## src/rtl/board_level_data_block_receiver_pkg.sv

```systemverilog
// Shared definitions for the block receiver: FSM state encodings, byte-event
// codes and small elaboration-time helpers.
package board_level_data_block_receiver_pkg;

  localparam logic [1:0] ST_IDLE    = 2'd0;
  localparam logic [1:0] ST_RECV    = 2'd1;
  localparam logic [1:0] ST_DISCARD = 2'd2;

  typedef enum logic [1:0] {
    EV_NONE  = 2'd0,
    EV_START = 2'd1,
    EV_END   = 2'd2,
    EV_BYTE  = 2'd3
  } event_e;

  // A start marker wins over an end marker raised in the same event.
  function automatic event_e decode_event(input logic valid,
                                          input logic frame_start,
                                          input logic frame_end);
    event_e ev;
    if (!valid)           ev = EV_NONE;
    else if (frame_start) ev = EV_START;
    else if (frame_end)   ev = EV_END;
    else                  ev = EV_BYTE;
    return ev;
  endfunction

  function automatic int clog2(input int value);
    int res;
    res = 0;
    while ((1 << res) < value) res++;
    return res;
  endfunction

endpackage

```

## src/rtl/board_level_data_block_receiver.sv

```systemverilog
// Reassembles BYTE_N-byte blocks from the byte-event stream and presents them
// on a valid/ready holding register, flagging malformed and dropped frames.
module board_level_data_block_receiver
  import board_level_data_block_receiver_pkg::*;
#(
  parameter int BYTE_N    = 8,
  parameter int ERR_CNT_W = 8
) (
  input  logic                 clk,
  input  logic                 rst_n,
  input  logic                 rx_valid,
  input  logic                 rx_frame_start,
  input  logic                 rx_frame_end,
  input  logic [7:0]           rx_data,
  output logic [BYTE_N*8-1:0]  data,
  output logic                 valid,
  input  logic                 ready,
  output logic                 frame_error,
  output logic                 overflow,
  output logic [ERR_CNT_W-1:0] err_cnt
);

  localparam int DW    = BYTE_N * 8;
  localparam int CNT_W = clog2(BYTE_N) + 1;
  localparam logic [CNT_W-1:0] CNT_FULL = CNT_W'(BYTE_N);

  logic [1:0]           state_q, state_d;
  logic [CNT_W-1:0]     cnt_q, cnt_d;
  logic [DW-1:0]        sreg_q, sreg_d;
  logic [DW-1:0]        data_q, data_d;
  logic                 valid_q, valid_d;
  logic                 ferr_q, ferr_d;
  logic                 ovf_q, ovf_d;
  logic [ERR_CNT_W-1:0] errcnt_q, errcnt_d;

  event_e ev;
  logic   commit;
  logic   accept;

  always_comb begin
    // NOTE: every signal driven here gets a default first, so no path leaves one unassigned (no latches).
    state_d = state_q;
    cnt_d   = cnt_q;
    sreg_d  = sreg_q;
    ferr_d  = 1'b0;
    commit  = 1'b0;
    ev      = decode_event(rx_valid, rx_frame_start, rx_frame_end);

    case (state_q)
      ST_IDLE: begin
        if (ev == EV_START) begin
          state_d = ST_RECV;
          cnt_d   = '0;
        end
      end
      ST_RECV: begin
        case (ev)
          EV_BYTE: begin
            if (cnt_q == CNT_FULL) begin
              ferr_d  = 1'b1;
              state_d = ST_DISCARD;
            end else begin
              sreg_d = {rx_data, sreg_q[DW-1:8]};
              cnt_d  = cnt_q + CNT_W'(1);
            end
          end
          EV_END: begin
            state_d = ST_IDLE;
            if (cnt_q == CNT_FULL) commit = 1'b1;
            else                   ferr_d = 1'b1;
          end
          EV_START: begin
            ferr_d = 1'b1;
            cnt_d  = '0;
          end
          default: ;
        endcase
      end
      ST_DISCARD: begin
        // The error was already reported on the surplus byte; stay quiet here.
        if (ev == EV_END) begin
          state_d = ST_IDLE;
        end else if (ev == EV_START) begin
          state_d = ST_RECV;
          cnt_d   = '0;
        end
      end
      default: state_d = ST_IDLE;
    endcase
  end

  // Output holding register: a commit may refill it in the same cycle it drains.
  always_comb begin
    accept   = valid_q && ready;
    data_d   = data_q;
    valid_d  = valid_q && !accept;
    ovf_d    = 1'b0;
    if (commit) begin
      if (!valid_q || accept) begin
        data_d  = sreg_q;
        valid_d = 1'b1;
      end else begin
        ovf_d = 1'b1;
      end
    end
    errcnt_d = errcnt_q;
    if ((ferr_d || ovf_d) && (errcnt_q != '1)) errcnt_d = errcnt_q + ERR_CNT_W'(1);
  end

  // NOTE: state registers use non-blocking assignments so all flops update together at the edge.
  always_ff @(posedge clk or negedge rst_n) begin
    if (!rst_n) begin
      state_q  <= ST_IDLE;
      cnt_q    <= '0;
      sreg_q   <= '0;
      data_q   <= '0;
      valid_q  <= 1'b0;
      ferr_q   <= 1'b0;
      ovf_q    <= 1'b0;
      errcnt_q <= '0;
    end else begin
      state_q  <= state_d;
      cnt_q    <= cnt_d;
      sreg_q   <= sreg_d;
      data_q   <= data_d;
      valid_q  <= valid_d;
      ferr_q   <= ferr_d;
      ovf_q    <= ovf_d;
      errcnt_q <= errcnt_d;
    end
  end

  assign data        = data_q;
  assign valid       = valid_q;
  assign frame_error = ferr_q;
  assign overflow    = ovf_q;
  assign err_cnt     = errcnt_q;

endmodule

```

## config.mk

```make
export PLATFORM = sky130hd
export DESIGN_NAME = board_level_data_block_receiver
export DESIGN_NICKNAME = d
export VERILOG_FILES = /design/src/rtl/board_level_data_block_receiver_pkg.sv /design/src/rtl/board_level_data_block_receiver.sv
export SDC_FILE = /design/constraint.sdc
export NUM_CORES = 1
export LEC_CHECK = 0
export ABC_AREA = 1
export CAP_MARGIN = 20
export CORE_ASPECT_RATIO = 0.9
export CORE_MARGIN = 2
export CORE_UTILIZATION = 50
export DETAILED_ROUTE_END_ITERATION = 10
export GPL_TIMING_DRIVEN = 0
export PLACE_DENSITY = 0.74
export SYNTH_ARGS = -nofsm -noshare
export SYNTH_HDL_FRONTEND = slang
export SYNTH_SLANG_ARGS = --single-unit
```

## constraint.sdc

```tcl
create_clock -name clk -period 2.1 [get_ports clk]
set_input_delay 0.315 -clock clk [delete_from_list [all_inputs] [get_ports clk]]
set_output_delay 0.315 -clock clk [all_outputs]
set_load 0.02 [all_outputs]
```

# Word-level counts from Yosys, hierarchy flattened
# Index checks and enable logic that the tools add are counted.
# word_totals
reg_bits	145
# classes
addsub	2
bitwise	1
eq_ne	12
n_mux	23
reduce_logical	13
# op_table
op	n
4-bit two-way mux	3
4-bit case mux with 3 select lines	1
1-bit two-way mux	10
2-bit two-way mux	5
8-bit by 1-bit adder with 8-bit output, second input constant	1
8-bit inequality test, second input constant	1
4-bit case mux with 2 select lines	1
2-bit equality test, second input constant	3
3-bit by 2-bit inequality test with 1-bit output, second input constant	2
3-bit inequality test, second input constant	2
2-bit case mux with 3 select lines	1
4-bit by 1-bit adder with 4-bit output, second input constant	1
2-bit by 1-bit equality test with 1-bit output, second input constant	2
4-bit equality test, second input constant	1
2-bit case mux with 2 select lines	1
2-bit AND reduction	2
4-bit AND reduction	1
1-bit logical AND	3
1-bit case mux with 3 select lines	1
3-bit AND reduction	1
3-bit nonzero test	1
1-bit zero test	2
2-bit zero test	1
1-bit logical OR	2
other kinds (2)	2

# Depth between registers and ports, before layout
# logic_depth
word_depth	9
ltp_mapped	12
depth_no_buf	11

# Worst setup path after synthesis
# No wires, ideal clock.
# synth_path
path_kind	flip-flop to flip-flop
from	register cnt_q[0]
to	register errcnt_q[7], in the netlist err_cnt[7]
synth_period_minus_slack_ns	1.502
t_arrival_ns	1.384
stages_incl_launch_ff	13
setup_ns	0.117
n_path_buf	1
path_slack_ns	0.598
cell_sequence	dfrtp_1 inv_1 ha_1 nand2_1 nor2_2 nand2_1 nand3_1 nand2_1 nand2_1 buf_6 nand2_1 nand2_1 nand2_1
# synth_between
elab_chain_len	7
word_cells_on_any_way	10
classes_between	1 x eq/ne; 7 x mux; 2 x reduce/logical
# synth_rtl
element	line_no	text
start, declared	board_level_data_block_receiver.sv:28	logic [CNT_W-1:0] cnt_q, cnt_d;
start signal, assigned	board_level_data_block_receiver.sv:123	cnt_q <= cnt_d;
4-bit equality test *	board_level_data_block_receiver.sv:59, board_level_data_block_receiver.sv:69	
1-bit two-way mux	board_level_data_block_receiver.sv:59, board_level_data_block_receiver.sv:69	
1-bit two-way mux	board_level_data_block_receiver.sv:57	case (ev)
1-bit two-way mux	board_level_data_block_receiver.sv:49	case (state_q)
1-bit two-way mux	board_level_data_block_receiver.sv:98	if (commit) begin
1-bit logical OR *	board_level_data_block_receiver.sv:107	if ((ferr_d || ovf_d) && (errcnt_q != '1)) errcnt_d = errcnt_q + ERR_CNT_W'(1);
1-bit logical AND *	board_level_data_block_receiver.sv:107	
end signal, assigned	board_level_data_block_receiver.sv:129	errcnt_q <= errcnt_d;
end, declared	board_level_data_block_receiver.sv:34	logic [ERR_CNT_W-1:0] errcnt_q, errcnt_d;
# Mark *: on every way between the ends. The rest lies on a longest branch, timed or not.
# A chain may end at the register's enable or synchronous reset.

# Worst setup path in the final report
# layout_path
from	register errcnt_q[5], in the netlist err_cnt[5]
to	output port err_cnt[5]
# layout_lines
element	line_no	text
end, declared	board_level_data_block_receiver.sv:20	output logic [ERR_CNT_W-1:0] err_cnt
# No word-level cell between the ends.

==> impl_metrics.csv <==
group,metric,value,unit
pwr,report.power.total,7.907,mW
timing,rel_slew_slack,0.6701,
timing,unrepaired_setup_endpoints_after_global_routing,"no",
place,detailed_place.area,7178,um^2
worst_setup_path,critical_path.reg2reg.startpoint,"cnt_q[0]",
place,buffer_ports.inserted,88,
grt,track_usage,0.2074,
worst_setup_path,worstPathCellList,"clkdlybuf4s50_1",
floorplan,rows,38,
floorplan,number_of_top_level_design_ports,89,
clock_network,cts_setup_buffers,0,
cells_and_area,antennaDiodeCount,0,
timing,fin_worst_skew,0.005561,ns
floorplan,die_x,120.1,um
synthesis,combinational_family_with_the_most_area_after_synthesis,"compound AO/OA/AOI/OAI gates",
route,drcViolationCount,0,
synthesis,synth-compound-area-share,0.1456,
worst_setup_path,timing.setup.critical_path_class,"flop to output pin",
pwr,cell_internal_pwr,5.717,mW
cells_and_area,post_route_cells_drive_above_1_share,0.1804,
route,route.final.wire_length,12270,um
timing,final-hold-violation-count,0,
route,vias,4320,
timing,setup-violations-final,0,
grt,grt_first_pass_wirelength,21010,um
synthesis,netlist-cell-type-count,27,
floorplan,floorplan.die.height,108.5,um
cells_and_area,layout_nets,730,
timing,layout_min_cycle_time,1.810,ns
synthesis,postSynthAreaPerCell,10.05,um^2
pwr,total_leakage_power,3.597,nW
floorplan,initial_core_util,0.5085,
synthesis,synth_cells,604,
grt,grt_start_max_net_pins,95,
synthesis,register_area_share_after_synthesis,0.5979,
synthesis,yosysWarnings,0,
worst_setup_path,arrival,1.50,ns
clock_network,clock_insertion_delay_worst_skew,0.41,ns
synthesis,muxShareOfSynthArea,0,
synthesis,yosys.area_share.adder,0.006186,
cells_and_area,nFillCells,981,
clock_network,cts-buffers-inserted,17,
clock_network,clock_sink_count,145,
worst_setup_path,required,1.78,ns
route,initialDrtViolationCount,252,
cells_and_area,area_growth_syn_to_fin,28.66,%
cells_and_area,layout.core_utilization,0.6542,
hold_path,worstHoldPathType,"input pin to asynchronous set/reset pin",
place,hpwlAfterDp,8748,um
pwr,comb_power_share,0.166,
route,antenna_violating_nets_post_route,0,
timing,max_freq,0.5524,GHz
worst_setup_path,cp_slowest_cell,"sky130_fd_sc_hd__clkdlybuf4s50_1",
clock_network,clk_root_buffer_cell,"sky130_fd_sc_hd__clkbuf_16",
pwr,ir_drop,0.7042,mV
clock_network,htree_levels,4,
floorplan,core_area,11930,um^2
worst_setup_path,timing.critical_path.to_type,"output pin",
synthesis,syn-cell-area,6068,um^2
worst_setup_path,critPathMaxFanout,5,
worst_setup_path,critPathMaxStageDelay,0.64,ns
pwr,clkPwrFrac,0.396,
clock_network,clock_transition_at_the_registers_of_the_reported_paths,0.06,ns
synthesis,yosys.area_share.xor_xnor,0.008660,
pwr,cellPowerDensity,1013,nW/um^2
pwr,switching_share,0.2769,
worst_setup_path,worstRegToRegCells,9,
worst_setup_path,timing.critical_path.from_type,"flop",
synthesis,synth-seq-cells,145,
worst_setup_path,timing.critical_path.buf_inv,1,
pwr,sequential_power_share,0.438,
grt,first_global_vias,4423,
clock_network,cts_tree,"done",
timing,final-max-slew-violation-count,0,
flow_run,maxCapViolations,0,
synthesis,synth_nets,621,
timing,tightest_pin_transition,0.4948,ns
route,first_pass_iters,4,
pwr,total_switching_power,2.189,mW
worst_setup_path,r2r_setup_slack,0.37,ns
grt,grt_antenna_before_repair,0,
route,drt-vias-per-instance,4.876,
grt,overflow,0,
place,place_congestion,0.8312,
timing,fin_crit_sh,0.8620,
outcome,status,"complete, no violations",
floorplan,dieArea,13040,um^2
route,routed_wire_length_per_instance,13.85,um
worst_setup_path,r2r-end,"data[11]",
cells_and_area,finalInstanceArea,7807,um^2
synthesis,synth_simple_gate_area_frac,0.1396,
worst_setup_path,path_delay_family,"buffers and inverters",
clock_network,cts-root-to-sink-buffers,2,
power by group through the flow:
stage / clock network (mW) / logic, mW / registers [mW]
finish: 3.13 / 1.31 / 3.46
global route: 3.31 / 1.50 / 3.52
CTS: 3.19 / 1.34 / 3.46
detailed placement: 0 / 1.33 / 3.50
global placement: 0 / 1.27 / 3.49
floorplan: 0 / 0.835 / 3.50
Yosys cell counts, drive strengths merged:
| master | n | area, um^2 |
|---|---|---|
| nor2 | 22 | 122.6 |
| nand2 | 159 | 599.3 |
| nor3 | 2 | 10.01 |
| nand4 | 2 | 12.51 |
| inv | 84 | 315.3 |
| o22ai | 2 | 18.77 |
| xor2 | 6 | 52.55 |
| dfrtp | 145 | 3628 |
| clkinv | 1 | 3.750 |
| o21ai | 122 | 775.7 |
| buf | 26 | 289.0 |
| nand3 | 16 | 102.6 |
| ha | 3 | 37.54 |
| clkbuf | 3 | 11.26 |
| a21oi | 11 | 88.84 |
metrics by stage:
step	setup TNS [ns]	std cells	hold slack (ns)	worst slack, ns
3_5_place_dp	0	853	0.2982	0.2300
5_1_grt	0	886	0.4489	0.1179
6_report	0	886	0.4253	0.2898
3_3_place_gp	-693.81	852	0.4677	-4.797
4_1_cts	0	886	0.4264	0.2796
2_1_floorplan	0	604	0.01941	0.5985
state kept, by name (all words and copies together) (netlist names):
register,flops
cnt_q,4
data,64
err_cnt,8
frame_error,1
overflow,1
sreg_q,64
state_q,2
valid,1
layout make-up:
cell class | count | area, um^2 | share of cell area
plain buffers | 29 | 300.3 | 0.03846
clock buffers | 20 | 456.7 | 0.05849
clock inverters | 12 | 162.7 | 0.02083
inverters | 85 | 319.1 | 0.04087
multi-input cells | 345 | 1821 | 0.2332
flip-flops and latches | 145 | 3628 | 0.4647
well taps | 160 | 200.2 | 0.02564
repair buffers | 90 | 919.6 | 0.1178
repair_timing:
item / CTS / global route
resized for setup: 0 / 0
endpoints found under the hold margin: 51 / 0
hold buffers: 1 / 0
layout by cell type (no fill, tap or decap), drive strengths merged:
master	netlist	routed
nand2	159	159
dfrtp	145	145
o21ai	122	122
clkdlybuf4s50	0	87
inv	84	84
buf	26	28
clkbuf	3	23
nor2	22	22
nand3	16	16
a21oi	11	11
clkinv	1	8
xor2	6	6
bufinv	0	4
ha	3	3
nand4	2	2
nor3	2	2
o22ai	2	2
clkinvlp	0	1
dlygate4sd3	0	1
per-layer routing:
layer | vias to the layer above | global-route usage | wire [um]
met3 | 15 | 0.05696 | 614
met2 | 84 | 0.3295 | 6003
met4 | 0 | 0.07227 | 150
li1 | 2105 | - | -
met5 | - | 0 | 0
met1 | 2116 | 0.2767 | 5506
worst max path at each step:
stage                     slack, ns            from    endpoint  cells past startpoint
after floorplan                0.60        cnt_q[0]  err_cnt[7]                     12
after global placement        -4.80           rst_n  err_cnt[7]                      1
after detailed placement       0.23  rx_frame_start    data[17]                      9
after CTS                      0.28      err_cnt[2]  err_cnt[2]                      1
after global routing           0.12        cnt_q[0]  err_cnt[7]                     12
final                          0.29      err_cnt[5]  err_cnt[5]                      1
cells by family after synthesis:
group                      count (synthesis)
AOI/OAI and AO/OA                        135
and+or+nand+nor                          201
buffers and inverters                    114
xor gates and xnor gates                   6
adders and majority gates                  3
DFF                                      145
Note: power is estimated with default switching activity, not from simulation.
